**src/rtl/lut4_cfg_sequencer_if.sv**
```systemverilog
// Configuration bus between the pin-side loader and the LUT write-port sequencer.
interface lut4_cfg_sequencer_if #(
    parameter int ADDR_W = 4
) ();
    logic              i_cfg_start;
    logic              i_cfg_abort;
    logic              i_cfg_bit;
    logic              i_cfg_valid;
    logic              o_cfg_ready;
    logic [ADDR_W-1:0] o_lut_addr;
    logic              o_lut_data;
    logic              o_lut_cfg_en;
    logic              o_busy;
    logic              o_done;
    logic              o_configured;
    logic              o_lut_valid;

    modport master (
        output i_cfg_start, i_cfg_abort, i_cfg_bit, i_cfg_valid,
        input  o_cfg_ready, o_lut_addr, o_lut_data, o_lut_cfg_en,
        input  o_busy, o_done, o_configured, o_lut_valid
    );

    modport slave (
        input  i_cfg_start, i_cfg_abort, i_cfg_bit, i_cfg_valid,
        output o_cfg_ready, o_lut_addr, o_lut_data, o_lut_cfg_en,
        output o_busy, o_done, o_configured, o_lut_valid
    );
endinterface

```
**src/rtl/lut4_cfg_sequencer.sv**
```systemverilog
// Shifts in a serial LUT truth table (MSB first) and writes it to the LUT one entry per clock.
module lut4_cfg_sequencer #(
    parameter int LUT_BITS = 16,
    parameter int ADDR_W   = 4
) (
    input logic               clk,
    input logic               rst_n,
    lut4_cfg_sequencer_if.slave bus
);

    typedef enum logic [1:0] {StIdle, StShift, StWrite} state_e;

    state_e              state_q, state_d;
    logic [ADDR_W-1:0]   bcnt_q, bcnt_d;
    logic [ADDR_W-1:0]   wcnt_q, wcnt_d;
    logic [LUT_BITS-1:0] shreg_q, shreg_d;

    logic              cfg_ready_q, cfg_ready_d;
    logic [ADDR_W-1:0] lut_addr_q, lut_addr_d;
    logic              lut_data_q, lut_data_d;
    logic              lut_cfg_en_q, lut_cfg_en_d;
    logic              busy_q, busy_d;
    logic              done_q, done_d;
    logic              configured_q, configured_d;
    logic              lut_valid_q, lut_valid_d;

    localparam logic [ADDR_W-1:0] LastIdx = ADDR_W'(LUT_BITS - 1);

    always_comb begin
        state_d      = state_q;
        bcnt_d       = bcnt_q;
        wcnt_d       = wcnt_q;
        shreg_d      = shreg_q;
        configured_d = configured_q;
        done_d       = 1'b0;

        unique case (state_q)
            StIdle: begin
                if (bus.i_cfg_start) begin
                    state_d      = StShift;
                    bcnt_d       = '0;
                    configured_d = 1'b0;
                end
            end
            StShift: begin
                if (bus.i_cfg_abort) begin
                    state_d      = StIdle;
                    configured_d = 1'b0;
                end else if (bus.i_cfg_start) begin
                    bcnt_d = '0;
                end else if (bus.i_cfg_valid && cfg_ready_q) begin
                    shreg_d = {shreg_q[LUT_BITS-2:0], bus.i_cfg_bit};
                    if (bcnt_q == LastIdx) begin
                        state_d = StWrite;
                        wcnt_d  = '0;
                    end else begin
                        bcnt_d = bcnt_q + 1'b1;
                    end
                end
            end
            StWrite: begin
                if (bus.i_cfg_abort) begin
                    state_d      = StIdle;
                    configured_d = 1'b0;
                end else if (wcnt_q == LastIdx) begin
                    state_d      = StIdle;
                    done_d       = 1'b1;
                    configured_d = 1'b1;
                end else begin
                    wcnt_d = wcnt_q + 1'b1;
                end
            end
            default: state_d = StIdle;
        endcase

        // Outputs are registered from next-state values so each strobe lines up with its state.
        cfg_ready_d  = (state_d == StShift);
        busy_d       = (state_d != StIdle);
        lut_cfg_en_d = (state_d == StWrite);
        lut_addr_d   = lut_addr_q;
        lut_data_d   = lut_data_q;
        if (state_d == StWrite) begin
            lut_addr_d = wcnt_d;
            lut_data_d = shreg_d[wcnt_d];
        end
        lut_valid_d = configured_d & ~busy_d;
    end

    always_ff @(posedge clk or negedge rst_n) begin
        if (!rst_n) begin
            state_q      <= StIdle;
            bcnt_q       <= '0;
            wcnt_q       <= '0;
            shreg_q      <= '0;
            cfg_ready_q  <= 1'b0;
            lut_addr_q   <= '0;
            lut_data_q   <= 1'b0;
            lut_cfg_en_q <= 1'b0;
            busy_q       <= 1'b0;
            done_q       <= 1'b0;
            configured_q <= 1'b0;
            lut_valid_q  <= 1'b0;
        end else begin
            state_q      <= state_d;
            bcnt_q       <= bcnt_d;
            wcnt_q       <= wcnt_d;
            shreg_q      <= shreg_d;
            cfg_ready_q  <= cfg_ready_d;
            lut_addr_q   <= lut_addr_d;
            lut_data_q   <= lut_data_d;
            lut_cfg_en_q <= lut_cfg_en_d;
            busy_q       <= busy_d;
            done_q       <= done_d;
            configured_q <= configured_d;
            lut_valid_q  <= lut_valid_d;
        end
    end

    assign bus.o_cfg_ready  = cfg_ready_q;
    assign bus.o_lut_addr   = lut_addr_q;
    assign bus.o_lut_data   = lut_data_q;
    assign bus.o_lut_cfg_en = lut_cfg_en_q;
    assign bus.o_busy       = busy_q;
    assign bus.o_done       = done_q;
    assign bus.o_configured = configured_q;
    assign bus.o_lut_valid  = lut_valid_q;

endmodule

```
**src/flat_wrapper.sv**
```systemverilog
// flat-port wrapper written by rule: the top's interface ports become plain ports
module lut4_cfg_sequencer_flat 
#(
    parameter int LUT_BITS = 16,
    parameter int ADDR_W   = 4
)
  (clk, rst_n, bus_i_cfg_start, bus_i_cfg_abort, bus_i_cfg_bit, bus_i_cfg_valid, bus_o_cfg_ready, bus_o_lut_addr, bus_o_lut_data, bus_o_lut_cfg_en, bus_o_busy, bus_o_done, bus_o_configured, bus_o_lut_valid);
  lut4_cfg_sequencer_if #(.ADDR_W(ADDR_W)) bus_i ();
  input logic clk;
  input logic rst_n;
  input wire logic [$bits(bus_i.i_cfg_start)-1:0] bus_i_cfg_start;
  input wire logic [$bits(bus_i.i_cfg_abort)-1:0] bus_i_cfg_abort;
  input wire logic [$bits(bus_i.i_cfg_bit)-1:0] bus_i_cfg_bit;
  input wire logic [$bits(bus_i.i_cfg_valid)-1:0] bus_i_cfg_valid;
  output wire logic [$bits(bus_i.o_cfg_ready)-1:0] bus_o_cfg_ready;
  output wire logic [$bits(bus_i.o_lut_addr)-1:0] bus_o_lut_addr;
  output wire logic [$bits(bus_i.o_lut_data)-1:0] bus_o_lut_data;
  output wire logic [$bits(bus_i.o_lut_cfg_en)-1:0] bus_o_lut_cfg_en;
  output wire logic [$bits(bus_i.o_busy)-1:0] bus_o_busy;
  output wire logic [$bits(bus_i.o_done)-1:0] bus_o_done;
  output wire logic [$bits(bus_i.o_configured)-1:0] bus_o_configured;
  output wire logic [$bits(bus_i.o_lut_valid)-1:0] bus_o_lut_valid;
  assign bus_i.i_cfg_start = bus_i_cfg_start;
  assign bus_i.i_cfg_abort = bus_i_cfg_abort;
  assign bus_i.i_cfg_bit = bus_i_cfg_bit;
  assign bus_i.i_cfg_valid = bus_i_cfg_valid;
  assign bus_o_cfg_ready = bus_i.o_cfg_ready;
  assign bus_o_lut_addr = bus_i.o_lut_addr;
  assign bus_o_lut_data = bus_i.o_lut_data;
  assign bus_o_lut_cfg_en = bus_i.o_lut_cfg_en;
  assign bus_o_busy = bus_i.o_busy;
  assign bus_o_done = bus_i.o_done;
  assign bus_o_configured = bus_i.o_configured;
  assign bus_o_lut_valid = bus_i.o_lut_valid;
  lut4_cfg_sequencer #(.LUT_BITS(LUT_BITS), .ADDR_W(ADDR_W)) u_core (.clk(clk), .rst_n(rst_n), .bus(bus_i));
endmodule
```
**config.mk**
```make
export PLATFORM = sky130hd
export DESIGN_NAME = lut4_cfg_sequencer_flat
export DESIGN_NICKNAME = d
export VERILOG_FILES = /design/src/rtl/lut4_cfg_sequencer_if.sv /design/src/rtl/lut4_cfg_sequencer.sv /design/src/flat_wrapper.sv
export SDC_FILE = /design/constraint.sdc
export NUM_CORES = 1
export LEC_CHECK = 0
export ABC_CLOCK_PERIOD_IN_PS = 8820
export CAP_MARGIN = 0
export CORE_ASPECT_RATIO = 0.5
export CORE_MARGIN = 2
export CORE_UTILIZATION = 51
export DETAILED_ROUTE_END_ITERATION = 8
export DONT_BUFFER_PORTS = 1
export PLACE_DENSITY = 0.66
export SETUP_SLACK_MARGIN = 0.2
export SYNTH_ARGS = -nofsm -noshare
export SYNTH_HDL_FRONTEND = slang
export SYNTH_SLANG_ARGS = --single-unit
```
**constraint.sdc**
```tcl
create_clock -name clk -period 8.82 [get_ports clk]
set_clock_uncertainty 0.2 [all_clocks]
set_input_delay 2.646 -clock clk [delete_from_list [all_inputs] [get_ports clk]]
set_output_delay 2.646 -clock clk [all_outputs]
set_load 0.05 [all_outputs]
```
---- Word-level counts from Yosys, hierarchy flattened ----
Cells that the tools add are included.
cells by class
  add/subtract/negate cells ............... 2
  $lt $le $gt $ge ......................... 1
  eq/ne operators ......................... 10
  mux-type cells .......................... 35
  bitwise operators ....................... 2
  reduce and logical (&&, ||, !) cells .... 5
operators with widths
  operator                                                count
  2-to-1 mux 16 bit                                       4
  2-to-1 mux 4 bit                                        11
  case mux 4 bit (2 select lines)                         2
  2-to-1 mux 2 bit                                        7
  adder 4 x 1 -> 4 bit (second input constant)            2
  == test 4 bit (second input constant)                   2
  2-to-1 mux 1 bit                                        8
  case mux 2 bit (3 select lines)                         1
  < comparator 4 x 5 -> 1 bit (second input constant)     1
  AND reduction 5 bit                                     1
  binary-select mux 1 bit (select 4 bit)                  1
  == test 2 x 1 -> 1 bit (second input constant)          2
  == test 2 bit (second input constant)                   2
  inequality test 2 bit (second input constant)           2
  nonzero test 2 bit                                      2
  inequality test 3 x 2 -> 1 bit (second input constant)  1
  inequality test 3 bit (second input constant)           1
  case mux 1 bit (3 select lines)                         1
  logical NOT 2 bit                                       1
  AND 1 bit                                               1
  logical AND 1 bit                                       1
  NOT 1 bit                                               1
storage, ports and cells
  register bits ........................... 37
  input bits .............................. 6
  logic and storage cells ................. 67

---- Depth between registers and ports, before layout ----
  depth after elaboration ................. 9
  gate-level depth with buffers ........... 11
  depth with buffers taken out ............ 9

---- Worst setup path after synthesis ----
No wires, ideal clock.
  path kind ............................... input to register
  start ................................... input bus_i_cfg_start
  end ..................................... register u_core.lut_data_q (netlist: u_core.bus.o_lut_data)
  setup time .............................. 0.125 ns
  arrival ................................. 4.668 ns
  required time ........................... 8.495 ns
  slack ................................... 3.827 ns
  stages on the path ...................... 8
  buffers on the path ..................... 1
  cell sequence ........................... nand2b_1 nor3_2 buf_2 mux2_2 mux4_2 nor3_1 nor4_1 mux2_2
between the ends
  longest elaborated chain between the ends .. 5
ends and longest elaborated chain
  element                                 RTL line                   source
  start, declared                         flat_wrapper.sv:11         input wire logic [$bits(bus_i.i_cfg_start)-1:0] bus_i_cfg_start;
  2-to-1 mux 16 bit                       lut4_cfg_sequencer.sv:49   end else if (bus.i_cfg_start) begin
  2-to-1 mux 16 bit                       lut4_cfg_sequencer.sv:46   if (bus.i_cfg_abort) begin
  2-to-1 mux 16 bit                       lut4_cfg_sequencer.sv:37   unique case (state_q)
  net u_core.shreg_d[1]                   lut4_cfg_sequencer.sv:16   logic [LUT_BITS-1:0] shreg_q, shreg_d;
  binary-select mux 1 bit (select 4 bit)  lut4_cfg_sequencer.sv:84   lut_data_d = shreg_d[wcnt_d];
  2-to-1 mux 1 bit (implied by the code)  lut4_cfg_sequencer.sv:84
  end signal, assigned                    lut4_cfg_sequencer.sv:110  lut_data_q <= lut_data_d;
  end, declared                           lut4_cfg_sequencer.sv:20   logic lut_data_q, lut_data_d;
The timed path passes the listed nets, and every way through them passes these cells. The select of a mux whose other input is x is not followed.
A chain may end at the register's enable or synchronous reset.

---- Worst setup path after layout ----
  start ................................... input bus_i_cfg_valid
  end ..................................... register u_core.lut_data_q (netlist: u_core.bus.o_lut_data)
between the ends
  longest elaborated chain between the ends .. 7
ends and longest elaborated chain
  element                                 RTL line                  source
  start, declared                         flat_wrapper.sv:14        input wire logic [$bits(bus_i.i_cfg_valid)-1:0] bus_i_cfg_valid;
  logical AND 1 bit                       lut4_cfg_sequencer.sv:51  end else if (bus.i_cfg_valid && cfg_ready_q) begin
  2-to-1 mux 16 bit                       lut4_cfg_sequencer.sv:51
  2-to-1 mux 16 bit                       lut4_cfg_sequencer.sv:49
  2-to-1 mux 16 bit                       lut4_cfg_sequencer.sv:46
  2-to-1 mux 16 bit                       lut4_cfg_sequencer.sv:37
  net u_core.shreg_d[9]                   lut4_cfg_sequencer.sv:16
  binary-select mux 1 bit (select 4 bit)  lut4_cfg_sequencer.sv:84
  2-to-1 mux 1 bit (implied by the code)  lut4_cfg_sequencer.sv:84
The timed path passes the listed nets, and every way through them passes these cells. The select of a mux whose other input is x is not followed.

==> qor.txt <==
leakage power total = 0.888 nW
nets = 162
share of cells above drive strength 1 = 21.9%
syn nets = 161
Worst Path Required = 8.79 ns
# rows = 15
Final Setup Violations = 0
Initial Util = 52.7%
Sink Count = 37
Startpoint Class = primary input
worst-margin pin slew = 1.12 ns
worst min path class = reg2reg
Min Clock Period, post-route = 5.14 ns
antenna violations before repair = 0
Final Wtd Congestion = 0.765
Max Freq = 195 MHz
vias in the first global route = 1087
Levels on crit path = 7
Resize count post-CTS = 0
RSZ-0062 raised after global routing = no
# IOs = 17
Synth warnings = 0
core area = 3400 um^2
fin util = 56.3%
Seq/Total Area, Yosys = 51.7%
CP Class = in2reg
CTS tree = done
hold path start = u_core.shreg_q[15]
worst reg2reg setup slack = 5.19 ns
design area = 1910 um^2
CP max stage delay = 0.94 ns
largest net degree at the start of global routing = 38
Slew Limit Fails = 0
clock tree root driver cell = clkbuf_8
Mapped Cells = 149
crit path DAT = 5.11 ns
Fillers = 290
post-synth cell types = 33
DP Cell Count = 194
DRT Wirelength = 3.12 mm
RR Endpoint = u_core.bus.o_lut_data
worst-path cell chain = nand2_1, nor3_2, mux2_2, mux4_2, nor3_1, nor4_1, mux2_2
port buffer count = 0
Worst slew margin = 24.6%
DP HPWL = 2.26 mm
Max Buffers Root-to-Sink = 2
Die Y = 45.9 um
gr ovfl total = 0
worst hold endpoint = u_core.shreg_q[15]
Setup Buffers After CTS = 0
Sum Neg Setup Slack = 0 ns
CTS Buf Count = 5
Ant. Diodes = 0
worst r2r path cells = 9
vias = 1126
total track usage = 17.7%
vias per cell = 5.57
CP bufs+invs = 0
H-tree depth = 2
clock slew at reported path FFs = 0.07 ns
First-pass DRT Iterations = 5
CP endpoint kind = register
CP delay by family, top = simple AND/OR/NAND/NOR gates
DR DRC count = 0
Layout area overhead = 6.77%
Worst path slowest cell = nor3_2
fin crit share = 58.3%
die area = 4030 um^2
Cell Pwr Density = 213 nW/um^2
Reg-to-Reg Start = u_core.state_q[1]
post-synth top area share = 51.7%
cell mode on critical path = mux2_2
mapped cell area = 1790 um^2
Max Cap Viol = 0
Hold-fix buffers, CTS = 0
Area contributors post-synth = dfrtp_1 52%, mux2_2 13%, mux4_2 5.0%, ha_1 4.2%, o21ai_0 2.0%
crit path max fanout = 16
Avg Synthesized Cell Area = 12.0 um^2
run status = complete, no violations
Final Hold Vio Count = 0
global-route wire length before repair = 5.17 mm
synthesized flop and latch total = 37
hold path cells = 1
Die X = 87.8 um
Layout Cells excl Fill = 202
dpl cell area = 1830 um^2
area leader, netlist = dfrtp_1
VDD IR-drop max = 0.118 mV
antenna viol nets, final = 0
Clock Latency Late Sink = 0.29 ns
Initial DRC Count = 56
drt wl/cell = 15.5 um
-- logic make-up (layout without fill, tap and decap cells) --
group	Yosys count	after routing	share of synthesized area, %
adder cells (fa/ha/maj)	6	6	4.19
AND/OR/NAND/NOR	39	39	11.8
multiplexers	27	27	19.3
AO/OA/AOI/OAI	25	25	9.71
flip-flops	37	37	51.7
buffers and inverters	15	17	3.28
-- power breakdown --
group	total, mW	switching [mW]	internal, mW
sequential	0.219	0.0322	0.187
clock	0.112	0.0574	0.0547
combinational	0.0769	0.0430	0.0338
total	0.408	0.133	0.276
-- synth_stat cells --
cell / count
o31ai_1: 4
a22oi_1: 2
a21oi_1: 2
nand4b_1: 3
nand2b_1: 5
dfrtp_1: 37
nor2_1: 7
a211oi_1: 1
nor4b_1: 1
a31oi_1: 1
o22ai_1: 1
nor3_2: 1
clkbuf_1: 4
inv_1: 9
buf_2: 2
o41ai_1: 1
a22o_1: 1
nand2_1: 7
mux2i_1: 2
and3_1: 1
a221o_1: 1
nor4_1: 1
and2_1: 2
mux4_2: 4
ha_1: 6
nand3_1: 4
o21ai_0: 7
mux2_2: 21
nor2b_1: 2
a2bb2oi_1: 2
a221oi_1: 1
o32a_1: 1
nor3_1: 5
-- how the worst max path moves through the flow --
stage / from / end / slack [ns]
floorplan: bus_i_cfg_start / u_core.bus.o_lut_data / 3.83
CTS: bus_i_cfg_valid / u_core.bus.o_lut_data / 3.67
global route: bus_i_cfg_valid / u_core.bus.o_lut_data / 3.48
finish: bus_i_cfg_valid / u_core.bus.o_lut_data / 3.68
detailed placement: bus_i_cfg_valid / u_core.bus.o_lut_data / 3.35
global placement: bus_i_cfg_valid / u_core.bus.o_lut_data / 3.41
-- area by class of cell --
cell class                 count  area [um^2]  share of cell area (%)
sequential                    37          926                    48.4
tap                           51         63.8                    3.34
clock buffer                   6         72.6                    3.79
inverter                       9         33.8                    1.77
clock inverter                 2         10.0                   0.523
multi-input combinational     97          807                    42.2
-- stage by stage --
stage          total power, mW  worst slack [ns]  hold slack (ns)
5_1_grt                  0.433              3.48            0.321
6_report                 0.408              3.68            0.310
4_1_cts                  0.413              3.67            0.313
2_1_floorplan            0.283              3.83            0.269
3_5_place_dp             0.300              3.35            0.296
3_3_place_gp             0.298              3.41            0.287
-- flip-flops by register name, summed over array words and instances (netlist names), 2 cells and up --
signal	count
u_core.bcnt_q	4
u_core.shreg_q	16
u_core.state_q	2
u_core.wcnt_q	4
u_core.bus.o_lut_addr	4
-- cell usage in the layout (no fill, tap or decap), types with 4 or more instances in the layout --
| cell | netlist | final |
|---|---|---|
| nand3_1 | 4 | 4 |
| inv_1 | 9 | 9 |
| mux2_2 | 21 | 21 |
| nor3_1 | 5 | 5 |
| ha_1 | 6 | 6 |
| o31ai_1 | 4 | 4 |
| dfrtp_1 | 37 | 37 |
| nand2b_1 | 5 | 5 |
| o21ai_0 | 7 | 7 |
| clkbuf_8 | 0 | 5 |
| mux4_2 | 4 | 4 |
| nor2_1 | 7 | 7 |
| nand2_1 | 7 | 7 |
-- layer usage --
metal | track usage (%) | share of wire (%) | vias to the layer above
li1 | - | - | 543
met1 | 25.3 | 50 | 546
met2 | 24.5 | 42 | 29
met3 | 7.25 | 6.7 | 8
met4 | 5.54 | 1.6 | 0
met5 | 0 | 0 | -
Power figures use the tool's default switching activity.
